**src/rtl/adc_scan_sequencer.sv**
```systemverilog
// Scan sequencer for a muxed SAR ADC: walks the enabled channels, settles the mux,
// handshakes one conversion per channel and reports each result with its channel.
module adc_scan_sequencer #(
  parameter int NCH     = 4,
  parameter int DW      = 8,
  parameter int SETTLE  = 4,
  parameter int TIMEOUT = 16,
  localparam int CW     = (NCH > 1) ? $clog2(NCH) : 1
) (
  input  logic           clk,
  input  logic           rst_n,
  input  logic           start,
  input  logic           abort,
  input  logic [NCH-1:0] chan_en,
  input  logic           continuous,
  output logic           adc_go,
  input  logic           adc_valid,
  input  logic [DW-1:0]  adc_result,
  output logic [CW-1:0]  ch_sel,
  output logic [DW-1:0]  data_out,
  output logic [CW-1:0]  data_ch,
  output logic           data_valid,
  output logic           scan_done,
  output logic           busy,
  output logic           err
);

  localparam int CMAX = (SETTLE > TIMEOUT) ? SETTLE : TIMEOUT;
  localparam int CNTW = $clog2(CMAX + 1);

  typedef enum logic [1:0] {S_IDLE, S_SETTLE, S_CONV, S_GAP} state_t;

  state_t          state;
  logic [NCH-1:0]  scan_mask;
  logic [CNTW-1:0] cnt;
  logic [NCH-1:0]  higher;

  function automatic logic [CW-1:0] lowest(input logic [NCH-1:0] m);
    lowest = '0;
    for (int i = NCH - 1; i >= 0; i--)
      if (m[i]) lowest = CW'(i);
  endfunction

  function automatic logic [NCH-1:0] above(input logic [NCH-1:0] m, input logic [CW-1:0] c);
    above = '0;
    for (int i = 0; i < NCH; i++)
      above[i] = m[i] && (i > int'(c));
  endfunction

  assign higher = above(scan_mask, ch_sel);

  // cnt is shared: settle cycles in S_SETTLE, conversion cycles in S_CONV
  always_ff @(posedge clk or negedge rst_n) begin
    if (!rst_n) begin
      state      <= S_IDLE;
      scan_mask  <= '0;
      cnt        <= '0;
      adc_go     <= 1'b0;
      ch_sel     <= '0;
      data_out   <= '0;
      data_ch    <= '0;
      data_valid <= 1'b0;
      scan_done  <= 1'b0;
      busy       <= 1'b0;
      err        <= 1'b0;
    end else begin
      data_valid <= 1'b0;
      scan_done  <= 1'b0;
      if (abort) begin
        state  <= S_IDLE;
        adc_go <= 1'b0;
        busy   <= 1'b0;
        cnt    <= '0;
      end else begin
        case (state)
          S_IDLE: begin
            if (start && (|chan_en)) begin
              scan_mask <= chan_en;
              ch_sel    <= lowest(chan_en);
              err       <= 1'b0;
              cnt       <= '0;
              busy      <= 1'b1;
              state     <= S_SETTLE;
            end
          end
          S_SETTLE: begin
            if (cnt == CNTW'(SETTLE - 1)) begin
              cnt    <= '0;
              adc_go <= 1'b1;
              state  <= S_CONV;
            end else begin
              cnt <= cnt + 1'b1;
            end
          end
          S_CONV: begin
            // a result arriving on the timeout cycle still counts as a good conversion
            if (adc_valid) begin
              data_out   <= adc_result;
              data_ch    <= ch_sel;
              data_valid <= 1'b1;
              adc_go     <= 1'b0;
              cnt        <= '0;
              state      <= S_GAP;
            end else if (cnt == CNTW'(TIMEOUT - 1)) begin
              err    <= 1'b1;
              adc_go <= 1'b0;
              cnt    <= '0;
              state  <= S_GAP;
            end else begin
              cnt <= cnt + 1'b1;
            end
          end
          S_GAP: begin
            if (|higher) begin
              ch_sel <= lowest(higher);
              state  <= S_SETTLE;
            end else begin
              scan_done <= 1'b1;
              if (continuous) begin
                ch_sel <= lowest(scan_mask);
                state  <= S_SETTLE;
              end else begin
                busy  <= 1'b0;
                state <= S_IDLE;
              end
            end
          end
          default: state <= S_IDLE;
        endcase
      end
    end
  end

endmodule

```
**config.mk**
```make
export PLATFORM = sky130hd
export DESIGN_NAME = adc_scan_sequencer
export DESIGN_NICKNAME = d
export VERILOG_FILES = /design/src/rtl/adc_scan_sequencer.sv
export SDC_FILE = /design/constraint.sdc
export NUM_CORES = 1
export LEC_CHECK = 0
export CAP_MARGIN = 20
export CORE_MARGIN = 4
export CORE_UTILIZATION = 40
export DETAILED_ROUTE_END_ITERATION = 12
export GPL_TIMING_DRIVEN = 0
export PLACE_DENSITY = 0.66
export SYNTH_ARGS = -nofsm -noshare
export SYNTH_HDL_FRONTEND = slang
export SYNTH_SLANG_ARGS = --single-unit
```
**constraint.sdc**
```tcl
create_clock -name clk -period 5.1 [get_ports clk]
set_input_delay 0.51 -clock clk [delete_from_list [all_inputs] [get_ports clk]]
set_output_delay 0.51 -clock clk [all_outputs]
set_load 0.01 [all_outputs]
```
# [Yosys cells after proc, flatten, opt, wreduce, memory -nomap -nowiden]
# Index checks and enable logic that the tools add are counted.
[op_classes] order_cmp=3 mux=49 n_eq_ne=14 bitwise=1 n_addsub=1 shift=0 n_mul=0 div=0 reduce_logical=20
[ops] op="$mux W2" n=19
[ops] op="$mux W5" n=5
[ops] op="$mux W1" n=19
[ops] op="$ne A3 B3 Y1 const B" n=5
[ops] op="$pmux W5 S3" n=1
[ops] op="$reduce_and A3 Y1" n=4
[ops] op="$pmux W2 S4" n=1
[ops] op="$reduce_and A4 Y1" n=2
[ops] op="$ne A2 B2 Y1 const B" n=3
[ops] op="$pmux W1 S2" n=3
[ops] op="$reduce_bool A3 Y1" n=2
[ops] op="$add A5 B1 Y5 const B" n=1
[ops] op="$eq A5 B2 Y1 const B" n=1
[ops] op="$eq A5 B4 Y1 const B" n=1
[ops] op="$reduce_and A5 Y1" n=1
[ops] op="$eq A2 B2 Y1 const B" n=2
[ops] op="$gt A2 B2 Y1 const A" n=2
[ops] op="$logic_and A1 B1 Y1" n=4
[ops] op="$ne A4 B4 Y1 const B" n=1
[ops] op="$pmux W2 S2" n=1
[ops] op="$reduce_bool A2 Y1" n=2
[ops] op="$reduce_bool A4 Y1" n=1
[ops] op="$reduce_or A4 Y1" n=1
[ops] op="$reduce_or A3 Y1" n=1
[ops] op="5 further kinds" n=5
[word_totals] romBits=0 reg_bits=28 mem_bits_rw=0 output_inout_bits=17 input_bits=18 memories=0 latchBits=0

# [Longest topological paths before layout]
[depth] word_depth=7 ltp_mapped=9 ltp_nobuf=9

# [Worst setup path before layout]
# No wires, ideal clock.
[synth_timing] path_type="register to register" from="register cnt[0]" to="register cnt[3]" path_slack_ns=2.890 path_buffers=0 setup_time_ns=0.087 t_required_ns=5.013 synth_period_minus_slack_ns=2.210 arrival_ns=2.123 stages_incl_launch_ff=10 cell_sequence="dfrtp_1 ha_1 nand3_1 inv_1 ha_1 nor3b_2 a21oi_2 or3b_4 or4_1 o211ai_1"
[synth_via] elab_chain_cells=5
[synth_lines] element="start: declaration" line_no="35" rtl="logic [CNTW-1:0] cnt;"
[synth_lines] element="start signal: assignment" line_no="92" rtl="cnt <= cnt + 1'b1;"
[synth_lines] element="start signal: assignment" line_no="110" rtl="cnt <= cnt + 1'b1;"
[synth_lines] element="$add A5 B1 Y5 / $eq A5 B4 Y1 (equally long branches)" line_no="92, 110, 104"
[synth_lines] element="$mux W5" line_no="104" rtl="end else if (cnt == CNTW'(TIMEOUT - 1)) begin"
[synth_lines] element="$mux W5" line_no="97" rtl="if (adc_valid) begin"
[synth_lines] element="$pmux W5 S3 *" line_no="75" rtl="case (state)"
[synth_lines] element="$mux W5 *" line_no="69" rtl="if (abort) begin"
# Mark *: on every way between the ends. The rest lies on a longest branch, timed or not.
# A chain may end at the register's enable or synchronous reset.

# [Final worst setup path]
# Same ends and word-level chain as after synthesis.

==> flow_summary.yaml <==
clocking:
  clock-sinks: 28
  worstSkewPairLatency_ns: 0.27
  cts_root_buf: "clkbuf_8"
  tritoncts: "yes"
  h-tree-depth: 1
  clock_path_buffers: 2
  ctsResizeCount: 0
  holdBufCountCts: 0
  cts_setup_buffers: 0
  cts_made_buffers: 3
  clk_pin_slew_ns: 0.09
global_routing:
  grt_pass1_wl_um: 5830
  grt_remaining_overflow: 0
  grt_start_max_net_pins: 17
  track_usage: 0.1462
  grt_pass1_vias: 1280
  antenna_found_initial: 0
floorplanning:
  ios: 35
  die_h_um: 69.12
  die_x_um: 69.12
  core_region_area_um2: 3468
  dieArea_um2: 4777
  floorplan.initialDensity: 0.4307
  row_count: 21
power_and_ir_drop:
  ir_drop_mv: 0.2133
  powerDensity_nw_per_um2: 491.4
  leakage_nw: 0.8647
drt:
  drc: 0
  ant_nets: 0
  drt_iter0_drc: 89
  routed_via_density: 5.294
  dr.pass1.iters: 4
  routed_wirelength_um: 3293
  vias: 1260
  wl_per_cell_um: 13.84
synth:
  synth.yosys.warnings: 0
  synth_top_area_frac: 0.4690
  syn_area_um2: 1494
  synth_top_cell_by_area: "dfrtp_1"
  syn_nets: 179
  ys_ff_latch: 28
  ys.flop_type: "dfrtp_1"
  synth_cells: 153
  ys_seq_area_frac: 0.4690
  synth_async_sr_flop_share: 1.000
  synth_edf_count: 0
  ys_top_cells_by_area: "dfrtp_1 (47%), nand2_1 (8.3%), ha_1 (6.7%), o21ai_0 (3.7%), inv_1 (3.0%)"
  ys_types: 45
  avgSynthCellArea_um2: 9.764
critical_path:
  cp.arrival_ns: 2.56
  worstPathMaxFanout: 5
  cpMaxStageDelayCell: "or4_1"
  cpMostUsedCell: "ha_1"
  rrSetupSlack_ns: 2.73
  r2r-start: "cnt[0]$_DFFE_PN0P_"
  crit_chain: "ha_1, nand3_1, inv_1, ha_1, nor3b_2, a21oi_2, or3b_4, or4_1, o211ai_1"
  reg2regPathDepth: 9
  worst_setup_path_end_kind: "flop"
  slowest_delay_ns: 0.48
  startpoint_type: "flop"
  critical_path_class: "flop to flop"
  critPathRequiredTime_ns: 5.29
  r2r-end: "cnt[3]$_DFFE_PN0P_"
cells_and_area:
  insertedDiodeCount: 0
  final_nets: 219
  drive_gt1_frac: 0.09375
  syn2layout_area_growth_pct: 33.25
worst_hold_path:
  hold_path.class: "flop to flop"
  min_to: "data_out[5]$_DFFE_PN0P_"
  min_path_cells: 2
  min_from: "data_out[5]$_DFFE_PN0P_"
sta:
  fin_crit_sh: 0.4637
  final_max_slew_viol_count: 0
  fmax_mhz: 422.8
  worst_pin_slew_ns: 0.6896
  finalWorstSetupSlack_ns: 2.735
  tns_ns: 0
  rsz0062_at_grt: "false"
  period_minus_slack_ns: 2.365
  finalSetupViolCount: 0
  hold_viol_final: 0
  relSlewSlack: 0.5388
  worst_clock_skew_ns: 0.006907
place:
  gp_congestion: 0.7778
  post-dp-hpwl_um: 2637
  port-buffer-count: 34
  dp_slack_ns: 2.576
run_status:
  status: "finished, final reports clean"
run:
  max-cap-violations: 0
## flip-flops by register name (all words and copies together) (netlist names)
register	flops
scan_done	1
adc_go	1
err	1
data_out	8
ch_sel	2
scan_mask	4
state	2
data_valid	1
busy	1
data_ch	2
cnt	5
## metrics by stage
stage | utilization | cell area, um2 | hold slack, ns | power [mW] | std cells
4_1_cts | 0.5740 | 1991 | 0.4894 | 0.9898 | 238
6_report | 0.5740 | 1991 | 0.4880 | 0.9782 | 238
5_1_grt | 0.5740 | 1991 | 0.5105 | 1.062 | 238
3_5_place_dp | 0.5534 | 1919 | 0.4662 | 0.8131 | 234
3_3_place_gp | 0.5455 | 1892 | 0.4600 | 0.7934 | 233
2_1_floorplan | - | 1494 | 0.2144 | 0.6228 | 153
## cell usage after synthesis, types with 3 or more instances
master,instances
a21oi_1,7
dfrtp_1,28
nand2_1,33
nor2_1,3
nand3_1,3
ha_1,8
inv_1,12
nor3_1,4
o21ai_0,11
## worst max-delay path, delay by kind of cell, from the launching register on
family | cells | cell delay (ns)
compound gates | 2 | 0.18
fa+ha+maj | 2 | 0.44
buf+inv | 1 | 0.05
simple gates | 4 | 1.21
flops | 1 | 0.41
## final cells by class
type                            count  area (um2)
Buffer                              2       7.507
Clock buffer                        3       41.29
Clock inverter                      1       30.03
Fill cell                         319        1478
Inverter                           13       48.80
Multi-Input combinational cell    110       737.0
Sequential cell                    28       700.7
Tap cell                           46       57.56
Timing Repair Buffer               35       367.9
## worst max-delay path by stage
| stage | start | to | slack, ns |
|---|---|---|---|
| final | cnt[0]$_DFFE_PN0P_ | cnt[3]$_DFFE_PN0P_ | 2.73 |
| after global routing | cnt[0]$_DFFE_PN0P_ | cnt[3]$_DFFE_PN0P_ | 2.60 |
| after CTS | cnt[0]$_DFFE_PN0P_ | cnt[3]$_DFFE_PN0P_ | 2.72 |
| after detailed placement | chan_en[0] | ch_sel[1]$_DFFE_PN0P_ | 2.58 |
| after global placement | chan_en[0] | ch_sel[1]$_DFFE_PN0P_ | 2.59 |
| after floorplan | cnt[0]$_DFFE_PN0P_ | cnt[3]$_DFFE_PN0P_ | 2.89 |
## layer usage
| metal | vias to the layer above | GRT usage | share of wire |
|---|---|---|---|
| met5 | - | 0 | 0 |
| met4 | 0 | 0.06291 | 0.014 |
| met3 | 4 | 0.03198 | 0.043 |
| met2 | 31 | 0.2373 | 0.48 |
| met1 | 614 | 0.1865 | 0.46 |
| li1 | 611 | - | - |
## where the power goes
group / internal [mW] / switching (mW) / total [mW]
Combinational: 0.224 / 0.218 / 0.442
Sequential: 0.297 / 0.0654 / 0.362
Clock: 0.105 / 0.0691 / 0.174
Total: 0.626 / 0.353 / 0.978
## cell usage in the layout, fill, tap and decap left out, types with 2 or more instances in the layout
master	Yosys	routed
nand2b_1	2	2
nor2_1	3	3
mux2_1	2	2
nand2_1	33	33
nor3_1	4	4
dfrtp_1	28	28
inv_1	12	12
nor2b_1	2	2
clkbuf_8	0	3
clkbuf_1	2	2
o21ai_0	11	11
nand3b_1	2	2
mux2_2	2	2
o22ai_1	2	2
nand3_1	3	3
ha_1	8	8
mux2i_1	2	2
clkdlybuf4s50_1	0	34
a21oi_1	7	7
## cell families after synthesis
| logic type | share of synthesized area |
|---|---|
| adders and majority gates | 0.06700 |
| DFF | 0.4690 |
| muxes | 0.04355 |
| buffers and inverters | 0.03769 |
| AOI/OAI and AO/OA | 0.1575 |
| and+or+nand+nor | 0.2253 |
Power figures use the tool's default switching activity.
